$ cat src/rtl/iot_defs_pkg.sv
// Shared definitions for the teletype IOT device pair: default device codes,
// IOT operation bit positions and the printer state encoding.
package iot_defs;

    localparam logic [5:0] KBD_DEV_CODE = 6'o03;
    localparam logic [5:0] TP_DEV_CODE  = 6'o04;

    localparam int OP_SKIP_BIT = 0;
    localparam int OP_CLR_BIT  = 1;
    localparam int OP_XFER_BIT = 2;

    typedef enum logic [1:0] {
        TP_IDLE = 2'd0,
        TP_SEND = 2'd1,
        TP_BUSY = 2'd2
    } tp_state_t;

    // Op 000 has a device-specific meaning of its own (flag clear / flag set).
    function automatic logic op_is_zero(input logic [2:0] op);
        return op == 3'b000;
    endfunction

endpackage

$ cat src/rtl/tty_printer_fsm.sv
// Teleprinter handshake and print-time counter: a load in IDLE presents the character
// until tp_ready, then BUSY runs PRINT_DELAY cycles; print_done pulses in the last one.
module tty_printer_fsm
    import iot_defs::*;
#(
    parameter int PRINT_DELAY = 16
) (
    input  logic       clock,
    input  logic       resetN,
    input  logic       load,
    input  logic [7:0] load_char,
    input  logic       tp_ready,
    output logic [7:0] tp_char,
    output logic       tp_valid,
    output logic       print_done
);

    tp_state_t  state_q;
    logic [7:0] cnt_q;
    logic [7:0] char_q;
    logic       valid_q;

    always_ff @(posedge clock or negedge resetN) begin
        if (!resetN) begin
            state_q <= TP_IDLE;
            cnt_q   <= 8'd0;
            char_q  <= 8'd0;
            valid_q <= 1'b0;
        end else begin
            case (state_q)
                TP_IDLE: begin
                    if (load) begin
                        state_q <= TP_SEND;
                        char_q  <= load_char;
                        valid_q <= 1'b1;
                    end
                end
                TP_SEND: begin
                    // char_q is frozen here so the printer sees a stable character.
                    if (valid_q && tp_ready) begin
                        state_q <= TP_BUSY;
                        valid_q <= 1'b0;
                        cnt_q   <= 8'(PRINT_DELAY);
                    end
                end
                TP_BUSY: begin
                    if (cnt_q == 8'd1) begin
                        state_q <= TP_IDLE;
                        cnt_q   <= 8'd0;
                    end else begin
                        cnt_q <= cnt_q - 8'd1;
                    end
                end
                default: begin
                    state_q <= TP_IDLE;
                    valid_q <= 1'b0;
                end
            endcase
        end
    end

    assign tp_char    = char_q;
    assign tp_valid   = valid_q;
    assign print_done = (state_q == TP_BUSY) && (cnt_q == 8'd1);

endmodule

$ cat src/rtl/iot_teletype.sv
// Keyboard/teleprinter IOT device: decodes CPU IOTs, responds one cycle later with
// registered iot_done/datain/skip/clr_ac; printer side waits on tp_ready.
module iot_teletype
    import iot_defs::*;
#(
    parameter int         PRINT_DELAY = 16,
    parameter logic [5:0] KBD_DEV     = KBD_DEV_CODE,
    parameter logic [5:0] TP_DEV      = TP_DEV_CODE
) (
    input  logic       clock,
    input  logic       resetN,
    input  logic       iot_valid,
    input  logic [5:0] iot_dev,
    input  logic [2:0] iot_op,
    input  logic [7:0] dataout,
    output logic       iot_done,
    output logic [7:0] datain,
    output logic       skip,
    output logic       clr_ac,
    input  logic [7:0] kbd_char,
    input  logic       kbd_strobe,
    output logic [7:0] tp_char,
    output logic       tp_valid,
    input  logic       tp_ready
);

    logic       kbd_sel;
    logic       tp_sel;
    logic       tp_load;
    logic       tp_done;

    logic       iot_done_q, iot_done_d;
    logic [7:0] datain_q,   datain_d;
    logic       skip_q,     skip_d;
    logic       clr_ac_q,   clr_ac_d;
    logic [7:0] kbd_buf_q,  kbd_buf_d;
    logic       kbd_flag_q, kbd_flag_d;
    logic       tp_flag_q,  tp_flag_d;

    assign kbd_sel = iot_valid && (iot_dev == KBD_DEV);
    assign tp_sel  = iot_valid && (iot_dev == TP_DEV) && !kbd_sel;
    assign tp_load = tp_sel && iot_op[OP_XFER_BIT];

    // Skip and datain sample the flags/buffer before this instruction's
    // updates; a same-cycle strobe or print completion overrides any clear.
    always_comb begin
        iot_done_d = kbd_sel || tp_sel;
        datain_d   = 8'd0;
        skip_d     = 1'b0;
        clr_ac_d   = 1'b0;
        kbd_buf_d  = kbd_buf_q;
        kbd_flag_d = kbd_flag_q;
        tp_flag_d  = tp_flag_q;

        if (kbd_sel) begin
            skip_d   = iot_op[OP_SKIP_BIT] && kbd_flag_q;
            clr_ac_d = iot_op[OP_CLR_BIT];
            if (iot_op[OP_XFER_BIT]) begin
                datain_d = kbd_buf_q;
            end
            if (iot_op[OP_CLR_BIT] || op_is_zero(iot_op)) begin
                kbd_flag_d = 1'b0;
            end
        end

        if (kbd_strobe) begin
            kbd_buf_d  = kbd_char;
            kbd_flag_d = 1'b1;
        end

        if (tp_sel) begin
            skip_d = iot_op[OP_SKIP_BIT] && tp_flag_q;
            if (op_is_zero(iot_op)) begin
                tp_flag_d = 1'b1;
            end
            if (iot_op[OP_CLR_BIT]) begin
                tp_flag_d = 1'b0;
            end
        end

        if (tp_done) begin
            tp_flag_d = 1'b1;
        end
    end

    always_ff @(posedge clock or negedge resetN) begin
        if (!resetN) begin
            iot_done_q <= 1'b0;
            datain_q   <= 8'd0;
            skip_q     <= 1'b0;
            clr_ac_q   <= 1'b0;
            kbd_buf_q  <= 8'd0;
            kbd_flag_q <= 1'b0;
            tp_flag_q  <= 1'b0;
        end else begin
            iot_done_q <= iot_done_d;
            datain_q   <= datain_d;
            skip_q     <= skip_d;
            clr_ac_q   <= clr_ac_d;
            kbd_buf_q  <= kbd_buf_d;
            kbd_flag_q <= kbd_flag_d;
            tp_flag_q  <= tp_flag_d;
        end
    end

    assign iot_done = iot_done_q;
    assign datain   = datain_q;
    assign skip     = skip_q;
    assign clr_ac   = clr_ac_q;

    tty_printer_fsm #(
        .PRINT_DELAY(PRINT_DELAY)
    ) u_printer (
        .clock      (clock),
        .resetN     (resetN),
        .load       (tp_load),
        .load_char  (dataout),
        .tp_ready   (tp_ready),
        .tp_char    (tp_char),
        .tp_valid   (tp_valid),
        .print_done (tp_done)
    );

endmodule

$ cat config.mk
export PLATFORM = sky130hd
export DESIGN_NAME = iot_teletype
export DESIGN_NICKNAME = d
export VERILOG_FILES = /design/src/rtl/iot_defs_pkg.sv /design/src/rtl/tty_printer_fsm.sv /design/src/rtl/iot_teletype.sv
export SDC_FILE = /design/constraint.sdc
export NUM_CORES = 1
export LEC_CHECK = 0
export BUFFER_PORTS_ARGS = -buffer_cell sky130_fd_sc_hd__buf_2
export CORE_ASPECT_RATIO = 1.25
export CORE_MARGIN = 2
export CORE_UTILIZATION = 50
export CTS_CLUSTER_SIZE = 12
export DETAILED_ROUTE_END_ITERATION = 7
export PLACE_DENSITY_LB_ADDON = 0.15
export SETUP_SLACK_MARGIN = 0.1
export SYNTH_ARGS = -nofsm -noshare
export SYNTH_HDL_FRONTEND = slang
export SYNTH_SLANG_ARGS = --single-unit
export TNS_END_PERCENT = 5
$ cat constraint.sdc
create_clock -name clock -period 2.3 [get_ports clock]
set_input_delay 0.23 -clock clock [delete_from_list [all_inputs] [get_ports clock]]
set_output_delay 0.23 -clock clock [all_outputs]
set_load 0.01 [all_outputs]
==> results.yml <==
clock_tree:
  root_buffer: "clkbuf_8"
  clkTransAtPathRegs_ps: 80
  ctsHoldBuffers: 0
  post_cts_resized: 0
  cts_tree: "yes"
  tritoncts.num_buffers: 5
  htreeDepth: 2
  postCtsSetupBuffers: 0
  clkSinkCount: 40
  clockBufferDepth: 2
  clkLatencyLatePin_ps: 290
critical_path:
  worstSetupPathType: "flop to flop"
  critPathRequiredTime_ps: 2450
  crit_start: "u_printer.cnt_q[1]"
  end_kind: "flop"
  crit_family: "compound AO/OA/AOI/OAI gates"
  reg2reg_from: "u_printer.cnt_q[1]"
  critPathMaxFanout: 5
  cp_slowest_stage_delay_ps: 490
  cp.arrival_ps: 2020
  cp_num_buf_inv: 1
  crit_path_top_delay_cell: "or3b_2"
  cp-start-kind: "flop"
  rrSetupSlack_ps: 430
  path_cells: "inv_1 -> ha_1 -> or3b_2 -> o21ai_0 -> o211ai_1"
  r2r_end: "u_printer.cnt_q[5]"
  reg2regPathDepth: 5
global_route:
  grt_pass1_wl_um: 5478
  grt_pass1_vias: 1231
  grt_use_total_pct: 17.80
  antenna_found_initial: 0
  grt_max_degree: 41
  grt_overflow: 0
sta:
  worst_clock_skew_ps: 6.950
  worst_pin_slew_ps: 842.5
  relSlewSlack_pct: 43.83
  min_period_ps: 1869
  finalMaxSlewViolations: 0
  max_freq_ghz: 0.5351
  hold_viol: 0
  rsz0062_at_grt: "no"
  tns_ps: 0
  finalCritPeriodShare_pct: 81.25
  setup_violations: 0
floorplan:
  num_rows: 23
  ios: 50
  dieArea_um2: 3889
  dieHeight_um: 69.23
  start_util_pct: 52.80
  die_w_um: 56.18
  core_area_um2: 3223
logic_synthesis:
  syn_nets: 165
  syn_area_um2: 1702
  yosys_warnings: 0
  syn_avg_cell_area_um2: 12.79
  ys_types: 37
  synthCells: 133
  ys_ff_latch: 40
  yosysSeqAreaShare_pct: 58.82
layout:
  fin_nets: 220
  layout_common_cells: "buf_2, dfrtp_1, mux2_2"
  fin_area_um2: 2116
  layout-drive-gt1-share_pct: 43.39
  n_antenna_cell: 0
  area_growth_pct: 24.34
  layout.cells.most_common: "buf_2"
  fillers: 258
detailed_routing:
  firstDrtPassIters: 4
  wl_per_cell_um: 13.99
  routed_wl_um: 3162
  drt_iter0_markers: 28
  vias: 1228
  route.detailed.drc: 0
  via_per_inst: 5.434
  detail-route-antenna-nets: 0
place:
  gp_congestion: 0.8655
  hpwl_um: 2341
  place_area_um2: 1989
  numPortBuffers: 49
status:
  status: "finished, final reports clean"
min_path:
  holdCritPathClass: "input pin to asynchronous set/reset pin"
power:
  p_leak_nw: 1.087
  max-vdd-ir-drop_v: 0.0005582
  p_per_area_nw_per_um2: 665.3
flow_run:
  maxCapViolations: 0
[final cells by class]
| type | instances | area [µm²] | area share, % |
|---|---|---|---|
| clock inverters | 1 | 30.03 | 1.419 |
| multi-input cells | 86 | 670.6 | 31.70 |
| inverters | 5 | 18.77 | 0.8870 |
| clock buffers | 7 | 96.34 | 4.554 |
| well taps | 37 | 46.29 | 2.188 |
| flip-flops and latches | 40 | 1001 | 47.31 |
| repair buffers | 50 | 252.7 | 11.95 |
[cell usage after synthesis (all sizes together)]
library cell | instances | area share, %
or4 | 1 | 0.66
nor2 | 2 | 0.44
nand3 | 7 | 2.1
or2 | 1 | 0.37
mux2 | 17 | 11
nand4b | 1 | 0.51
a21oi | 1 | 0.29
or3b | 3 | 1.5
and3b | 1 | 0.51
o21ai | 4 | 1.2
dfrtp | 40 | 59
and2 | 8 | 2.9
inv | 5 | 1.1
nor2b | 1 | 0.37
a211oi | 1 | 0.44
a31oi | 1 | 0.37
or3 | 2 | 0.74
o211ai | 4 | 1.8
o41ai | 1 | 0.51
buf | 1 | 0.44
nor3b | 1 | 0.44
ha | 2 | 1.5
nor4b | 1 | 1.4
nand3b | 2 | 0.88
o21bai | 1 | 0.44
o21a | 1 | 0.44
o2111ai | 1 | 0.51
a21o | 1 | 0.44
o311ai | 2 | 1.0
a21boi | 1 | 0.44
nand2b | 2 | 0.74
and3 | 3 | 1.1
nor3 | 3 | 0.88
or4b | 2 | 1.2
nand4 | 1 | 0.74
nand2 | 6 | 1.3
clkbuf | 1 | 0.22
[through the flow]
| stage | std cells | hold slack [ps] | setup WS, ps | total power, mW | util (%) |
|---|---|---|---|---|---|
| 2_1_floorplan | 133 | -65.59 | 670.7 | 0.7628 | - |
| 3_5_place_dp | 218 | 384.9 | 447.6 | 0.8100 | 61.72 |
| 4_1_cts | 226 | 75.97 | 440.4 | 1.420 | 65.64 |
| 5_1_grt | 226 | 118.5 | 307.3 | 1.464 | 65.64 |
| 6_report | 226 | 38.90 | 431.2 | 1.408 | 65.64 |
| 3_3_place_gp | 218 | 378.6 | 544.0 | 0.8058 | 61.72 |
[sequential cells by signal, indices dropped and copies added (netlist names)]
name                flops
iot_done                1
kbd_buf_q               8
u_printer.tp_valid      1
u_printer.cnt_q         8
kbd_flag_q              1
datain                  8
u_printer.state_q       2
skip                    1
u_printer.tp_char       8
clr_ac                  1
tp_flag_q               1
[worst register-to-register path, stage by stage, from the launching register on]
cell and delay [ps]:
dfrtp_1 400, inv_1 80, ha_1 150, or3b_2 490
o21ai_0 450, o211ai_1 160
[routing by layer]
metal	share of wire (%)	global-route usage, %
met1	41	21.62
met2	52	30.59
met3	6.4	5.410
met4	1.1	4.762
met5	0	0
[power by group]
part / switching (mW) / internal [mW]
combinational: 0.0331 / 0.0355
clock: 0.231 / 0.383
sequential: 0.00664 / 0.719
[logic make-up (layout without fill, tap and decap cells)]
group	after synthesis	count (layout)	synth area share [%]
flip-flops	40	40	58.82
adder cells (fa/ha/maj)	2	2	1.470
AND/OR/NAND/NOR	48	48	18.82
multiplexers	17	17	11.25
AO/OA/AOI/OAI	19	19	7.869
buffers and inverters	7	63	1.765
[worst max-delay path by stage]
stage | endpoint | slack [ps] | depth (start not counted)
after floorplan | u_printer.cnt_q[7] | 670 | 3
after global placement | u_printer.cnt_q[5] | 540 | 5
after detailed placement | u_printer.cnt_q[0] | 450 | 5
after CTS | u_printer.cnt_q[5] | 440 | 5
after global routing | u_printer.cnt_q[0] | 310 | 5
final | u_printer.cnt_q[5] | 430 | 5
Power figures use the tool's default switching activity.
